**src/rtl/i8254_count_reader.sv**
```systemverilog
// Read side of one 8254 counter channel: control-word decode, counter-latch command and byte-wise
// count readback. Optional read-back status support is enabled by defining READBACK_STATUS_EN.
module i8254_count_reader #(
    parameter int unsigned COUNT_W  = 16,
    parameter logic [1:0]  RESET_RW = 2'b11
) (
    input  logic               clk,
    input  logic               rst,
    input  logic               cw_valid,
    input  logic [1:0]         cw_rw,
    input  logic [2:0]         cw_mode,
    input  logic               cw_bcd,
    input  logic               rd_req,
    input  logic [COUNT_W-1:0] count_value,
    input  logic               out_pin,
    input  logic               count_loaded,
`ifdef READBACK_STATUS_EN
    input  logic               rb_status,
`endif
    output logic [7:0]         rd_data,
    output logic               rd_valid,
    output logic               latched
);

    if (COUNT_W != 16) begin : g_count_w_check
        $error("i8254_count_reader: COUNT_W must be 16");
    end

    typedef enum logic {
        ST_FREE    = 1'b0,
        ST_LATCHED = 1'b1
    } state_t;

    state_t       state_q, state_d;
    logic [1:0]   rw_q, rw_d;
    logic [2:0]   mode_q, mode_d;
    logic         bcd_q, bcd_d;
    logic [15:0]  latch_q, latch_d;
    logic         byte_ptr_q, byte_ptr_d;
    logic         null_count_q, null_count_d;
    logic [7:0]   rd_data_q, rd_data_d;
    logic         rd_valid_q, rd_valid_d;

    logic         status_sel_s;
    logic         count_rd_s;
    logic         read_done_s;
    logic [15:0]  src_s;
    logic [7:0]   count_byte_s;
    logic         latch_cmd_s;
    logic         rw_write_s;
    state_t       post_read_state_s;

    assign latch_cmd_s = cw_valid && (cw_rw == 2'b00);
    assign rw_write_s  = cw_valid && (cw_rw != 2'b00);

`ifdef READBACK_STATUS_EN
    logic [7:0] status_q, status_d;
    logic       status_pending_q, status_pending_d;

    assign status_sel_s = status_pending_q;

    // Status snapshot uses the pre-update register values; a pending snapshot blocks new ones.
    always_comb begin
        status_q_d_default: begin
            status_d         = status_q;
            status_pending_d = status_pending_q;
        end
        if (rd_req && status_pending_q) begin
            status_pending_d = 1'b0;
        end else begin
            status_pending_d = status_pending_q;
        end
        if (rb_status && !status_pending_q) begin
            status_d         = {out_pin, null_count_q, rw_q, mode_q, bcd_q};
            status_pending_d = 1'b1;
        end else begin
            status_d         = status_q;
        end
    end

    // Status registers
    always_ff @(posedge clk) begin
        if (!rst) begin
            status_q         <= 8'h00;
            status_pending_q <= 1'b0;
        end else begin
            status_q         <= status_d;
            status_pending_q <= status_pending_d;
        end
    end
`else
    logic unused_s;

    assign status_sel_s = 1'b0;
    assign unused_s     = ^{mode_q, bcd_q, null_count_q, out_pin};
`endif

    // FSM state register
    always_ff @(posedge clk) begin
        if (!rst) begin
            state_q <= ST_FREE;
        end else begin
            state_q <= state_d;
        end
    end

    // FSM next state: a read that completes the latched value frees it before the control word applies
    always_comb begin
        if (read_done_s) begin
            post_read_state_s = ST_FREE;
        end else begin
            post_read_state_s = state_q;
        end
        state_d = post_read_state_s;
        if (latch_cmd_s) begin
            state_d = ST_LATCHED;
        end else if (rw_write_s) begin
            state_d = ST_FREE;
        end else begin
            state_d = post_read_state_s;
        end
    end

    // FSM outputs: read source selection and the byte served for a count read
    always_comb begin
        count_rd_s  = rd_req && !status_sel_s;
        if (state_q == ST_LATCHED) begin
            src_s = latch_q;
        end else begin
            src_s = count_value[15:0];
        end
        case (rw_q)
            2'b01:   count_byte_s = src_s[7:0];
            2'b10:   count_byte_s = src_s[15:8];
            2'b11:   count_byte_s = byte_ptr_q ? src_s[15:8] : src_s[7:0];
            default: count_byte_s = src_s[7:0];
        endcase
        read_done_s = count_rd_s && (state_q == ST_LATCHED)
                      && ((rw_q != 2'b11) || byte_ptr_q);
        latched     = (state_q == ST_LATCHED);
    end

    // Datapath next values: read served first, then the control word and load pulse
    always_comb begin
        rw_d         = rw_q;
        mode_d       = mode_q;
        bcd_d        = bcd_q;
        latch_d      = latch_q;
        byte_ptr_d   = byte_ptr_q;
        null_count_d = null_count_q;
        rd_data_d    = rd_data_q;
        rd_valid_d   = rd_req;

        if (count_rd_s) begin
            rd_data_d = count_byte_s;
            if (rw_q == 2'b11) begin
                byte_ptr_d = ~byte_ptr_q;
            end else begin
                byte_ptr_d = byte_ptr_q;
            end
        end else if (rd_req) begin
`ifdef READBACK_STATUS_EN
            rd_data_d = status_q;
`else
            rd_data_d = rd_data_q;
`endif
        end else begin
            rd_data_d = rd_data_q;
        end

        // First latch wins: a latch command only captures when nothing is held after this read
        if (latch_cmd_s && (post_read_state_s == ST_FREE)) begin
            latch_d = count_value[15:0];
        end else begin
            latch_d = latch_q;
        end

        if (rw_write_s) begin
            rw_d         = cw_rw;
            mode_d       = cw_mode;
            bcd_d        = cw_bcd;
            byte_ptr_d   = 1'b0;
            null_count_d = 1'b1;
        end else if (count_loaded) begin
            null_count_d = 1'b0;
        end else begin
            null_count_d = null_count_q;
        end
    end

    // Datapath registers
    always_ff @(posedge clk) begin
        if (!rst) begin
            rw_q         <= RESET_RW;
            mode_q       <= 3'd0;
            bcd_q        <= 1'b0;
            latch_q      <= 16'h0000;
            byte_ptr_q   <= 1'b0;
            null_count_q <= 1'b1;
            rd_data_q    <= 8'h00;
            rd_valid_q   <= 1'b0;
        end else begin
            rw_q         <= rw_d;
            mode_q       <= mode_d;
            bcd_q        <= bcd_d;
            latch_q      <= latch_d;
            byte_ptr_q   <= byte_ptr_d;
            null_count_q <= null_count_d;
            rd_data_q    <= rd_data_d;
            rd_valid_q   <= rd_valid_d;
        end
    end

    assign rd_data  = rd_data_q;
    assign rd_valid = rd_valid_q;

endmodule

```
**config.mk**
```make
export PLATFORM = sky130hd
export DESIGN_NAME = i8254_count_reader
export DESIGN_NICKNAME = d
export VERILOG_FILES = /design/src/rtl/i8254_count_reader.sv
export SDC_FILE = /design/constraint.sdc
export NUM_CORES = 1
export LEC_CHECK = 0
export CAP_MARGIN = 15
export CELL_PAD_IN_SITES_DETAIL_PLACEMENT = 0
export CELL_PAD_IN_SITES_GLOBAL_PLACEMENT = 1
export CORE_AREA = 2 2 65 67
export DETAILED_ROUTE_END_ITERATION = 16
export DIE_AREA = 0 0 67 69
export PLACE_DENSITY_LB_ADDON = 0.1
export RECOVER_POWER = 100
export SYNTH_ARGS = -nofsm -noshare
export SYNTH_HDL_FRONTEND = slang
export SYNTH_SLANG_ARGS = --single-unit
export TNS_END_PERCENT = 20
```
**constraint.sdc**
```tcl
create_clock -name clk -period 3.5 [get_ports clk]
set_clock_uncertainty 0.15 [all_clocks]
set_input_delay 0.7 -clock clk [delete_from_list [all_inputs] [get_ports clk]]
set_output_delay 0.7 -clock clk [all_outputs]
set_load 0.02 [all_outputs]
```
==> reports/metrics.cfg <==
[floorplanning]
die-area_um2 = 4623
std_cell_rows = 23
start_util = 0.3718
core_um2 = 3914
die_y_um = 69
io_pins = 38
die_x_um = 67

[yosys]
synth_top_cell_by_area = dfxtp_1
synth.top_cell.area_share = 0.3990
synth.distinct_cells = 23
synth-simple-area-share = 0.2562
synthTopCellsByCount = nand2_1 (37), dfxtp_1 (29), mux2i_1 (24)
synth_most_common_cell = nand2_1
ys_warn_count = 0
syn_area_per_cell_um2 = 9.210
synthesis.nets = 186
synth-main-ff-cell = dfxtp_1
synth_top_family_by_area = simple AND/OR/NAND/NOR gates
synth_edf_count = 0
synth_fa_ha_area_frac = 0
synth_xor_area_frac = 0.006019
synth-compound-area-share = 0.09716
synth_area_leaders = dfxtp_1 (40%), mux2i_1 (17%), nand2_1 (9.5%), a221oi_1 (4.8%), nand3b_1 (4.1%)
ys_seq_elements = 29
muxShareOfSynthArea = 0.1651
postSynthCellCount = 158
synthesis.area_um2 = 1455
ys_seq_area_frac = 0.3990
async_flop_share = 0

[clock_network]
cts.sinks = 29
clk_latency_ns = 0.28
cts_tree = built
clkTransAtPathRegs_ns = 0.06
clockBufferDepth = 2
cts_setup_buffers = 0
ctsHoldBuffers = 0
cts_root_buf = clkbuf_8
cts_buffers = 5
cts_htree_levels = 2
cts-resized-gates = 0

[sta]
tns_ns = 0
final_max_slew_viol_count = 0
rsz0062_at_grt = no
slew_headroom = 0.3272
finalHoldViolCount = 0
setup_violations = 0
fmax_ghz = 0.3625
layout_min_cycle_time_ns = 2.759
post-route-period-util = 0.7882
worst_pin_slew_ns = 1.009

[finish]
instances_no_fill = 235
drive_above_1_share = 0.04324
diodes = 0
syn2layout_area_growth_pct = 24.68
nets = 212

[power]
vdd_ir_drop_max_v = 0.0002162
power.leakage_nw = 0.7194
total_power_mw = 0.7667
cellPowerDensity_nw_per_um2 = 422.6

[grt]
antenna_found_initial = 0
grt_start_max_net_pins = 44
overflow = 0
grt_usage = 0.1548
grt_first_pass_wirelength_um = 5430
first_global_vias = 1134

[setup_path]
worstPathMaxFanout = 16
crit_path_max_incr_delay_ns = 0.89
path_cells = dlygate4sd3_1 > nand2b_1 > and4_1 > mux2i_1
path_buf_inv = 1
crit_path_start_kind = primary input
crit_slowest_cell = and4_1
arrival_ns = 2.81
crit_type = in -> reg
required_ns = 3.55
path_delay_family = simple AND/OR/NAND/NOR gates
worstSetupEndpointType = flop

[drt]
wl_per_cell_um = 13.76
route.vias.total = 1188
drc_errors = 0
dr.first_iter.drc_count = 74
antenna_left = 0
drt_pre_antenna_iters = 4
routed_wl_um = 3234
viasPerCell = 5.055

[job]
drv_cap = 0

[status]
status = finished clean

[place]
place.gp.congestion = 0.7036
port_buffers = 31
post-dp-hpwl_um = 2068
dp.cells = 227

[min_path]
min_path_type = reg -> reg

path summary, 6_finish.rpt:
check / to / depth (start not counted) / slack (ns) / startpoint
max reg2reg: latch_q[3] / 4 / 1.20 / latched
min: latch_q[15] / 2 / 0.31 / latch_q[15]
min reg2reg: latch_q[15] / 2 / 0.31 / latch_q[15]
max: latch_q[3] / 4 / 0.74 / rd_req
cells by family (layout without fill, tap and decap cells):
family                    count (synthesis)  in the layout
buffers and inverters                    16             43
DFF                                      29             29
muxes                                    24             24
and+or+nand+nor                          70             70
AOI/OAI and AO/OA                        18             18
xor gates and xnor gates                  1              1
cells in the final DEF, fill, tap and decap left out, drive strengths merged:
cell type	netlist	layout
a221oi	8	8
and2b	3	3
nand3b	8	8
buf	7	1
and3	8	8
xor2	1	1
nand2	37	37
inv	2	2
clkbuf	7	9
nand4b	1	1
and4	1	1
o21ai	1	1
nand2b	2	2
dlygate4sd3	0	11
clkdlybuf4s50	0	20
nand3	3	3
nor2b	5	5
a31oi	1	1
o31ai	8	8
dfxtp	29	29
nor2	2	2
mux2i	24	24
worst register-to-register path: stages, from the launching register on:
cell,delay [ns]
dfxtp_1,0.29
clkbuf_2,0.38
nand4b_4,0.24
and4_1,0.89
mux2i_1,0.28
metal layers:
metal	GRT usage	up-vias	wire (µm)
li1	-	602	-
met1	0.1998	556	1527
met2	0.2431	23	1531
met3	0.03915	7	122
met4	0.06122	0	53
met5	0	-	0
power breakdown:
part | total [mW] | leakage, nW | internal [mW] | switching [mW]
clock network | 0.266 | 0.0395 | 0.141 | 0.125
logic | 0.140 | 0.443 | 0.0705 | 0.0693
registers | 0.361 | 0.237 | 0.349 | 0.0127
sequential cells by signal, summed over array words and instances (netlist names):
| name | count |
|---|---|
| rd_valid | 1 |
| byte_ptr_q | 1 |
| rd_data | 8 |
| rw_q | 2 |
| latched | 1 |
| latch_q | 16 |
stage by stage:
stage          setup slack [ns]  hold slack, ns    util  area, µm²
6_report                 0.7412          0.3085  0.4636       1814
4_1_cts                   1.066          0.3102  0.4648       1819
3_3_place_gp              1.008          0.2923  0.4444       1739
5_1_grt                  0.5630          0.3244  0.4636       1814
3_5_place_dp             0.9601          0.2957  0.4444       1739
2_1_floorplan             1.826          0.2844       -       1455
layout make-up:
type	count	area, µm²
Tap cell	50	62.56
Sequential cell	29	580.6
Multi-Input combinational cell	113	760.7
Timing Repair Buffer	33	322.8
Clock buffer	8	80.08
Inverter	2	7.507
Fill cell	407	2100
Power figures use the tool's default switching activity.
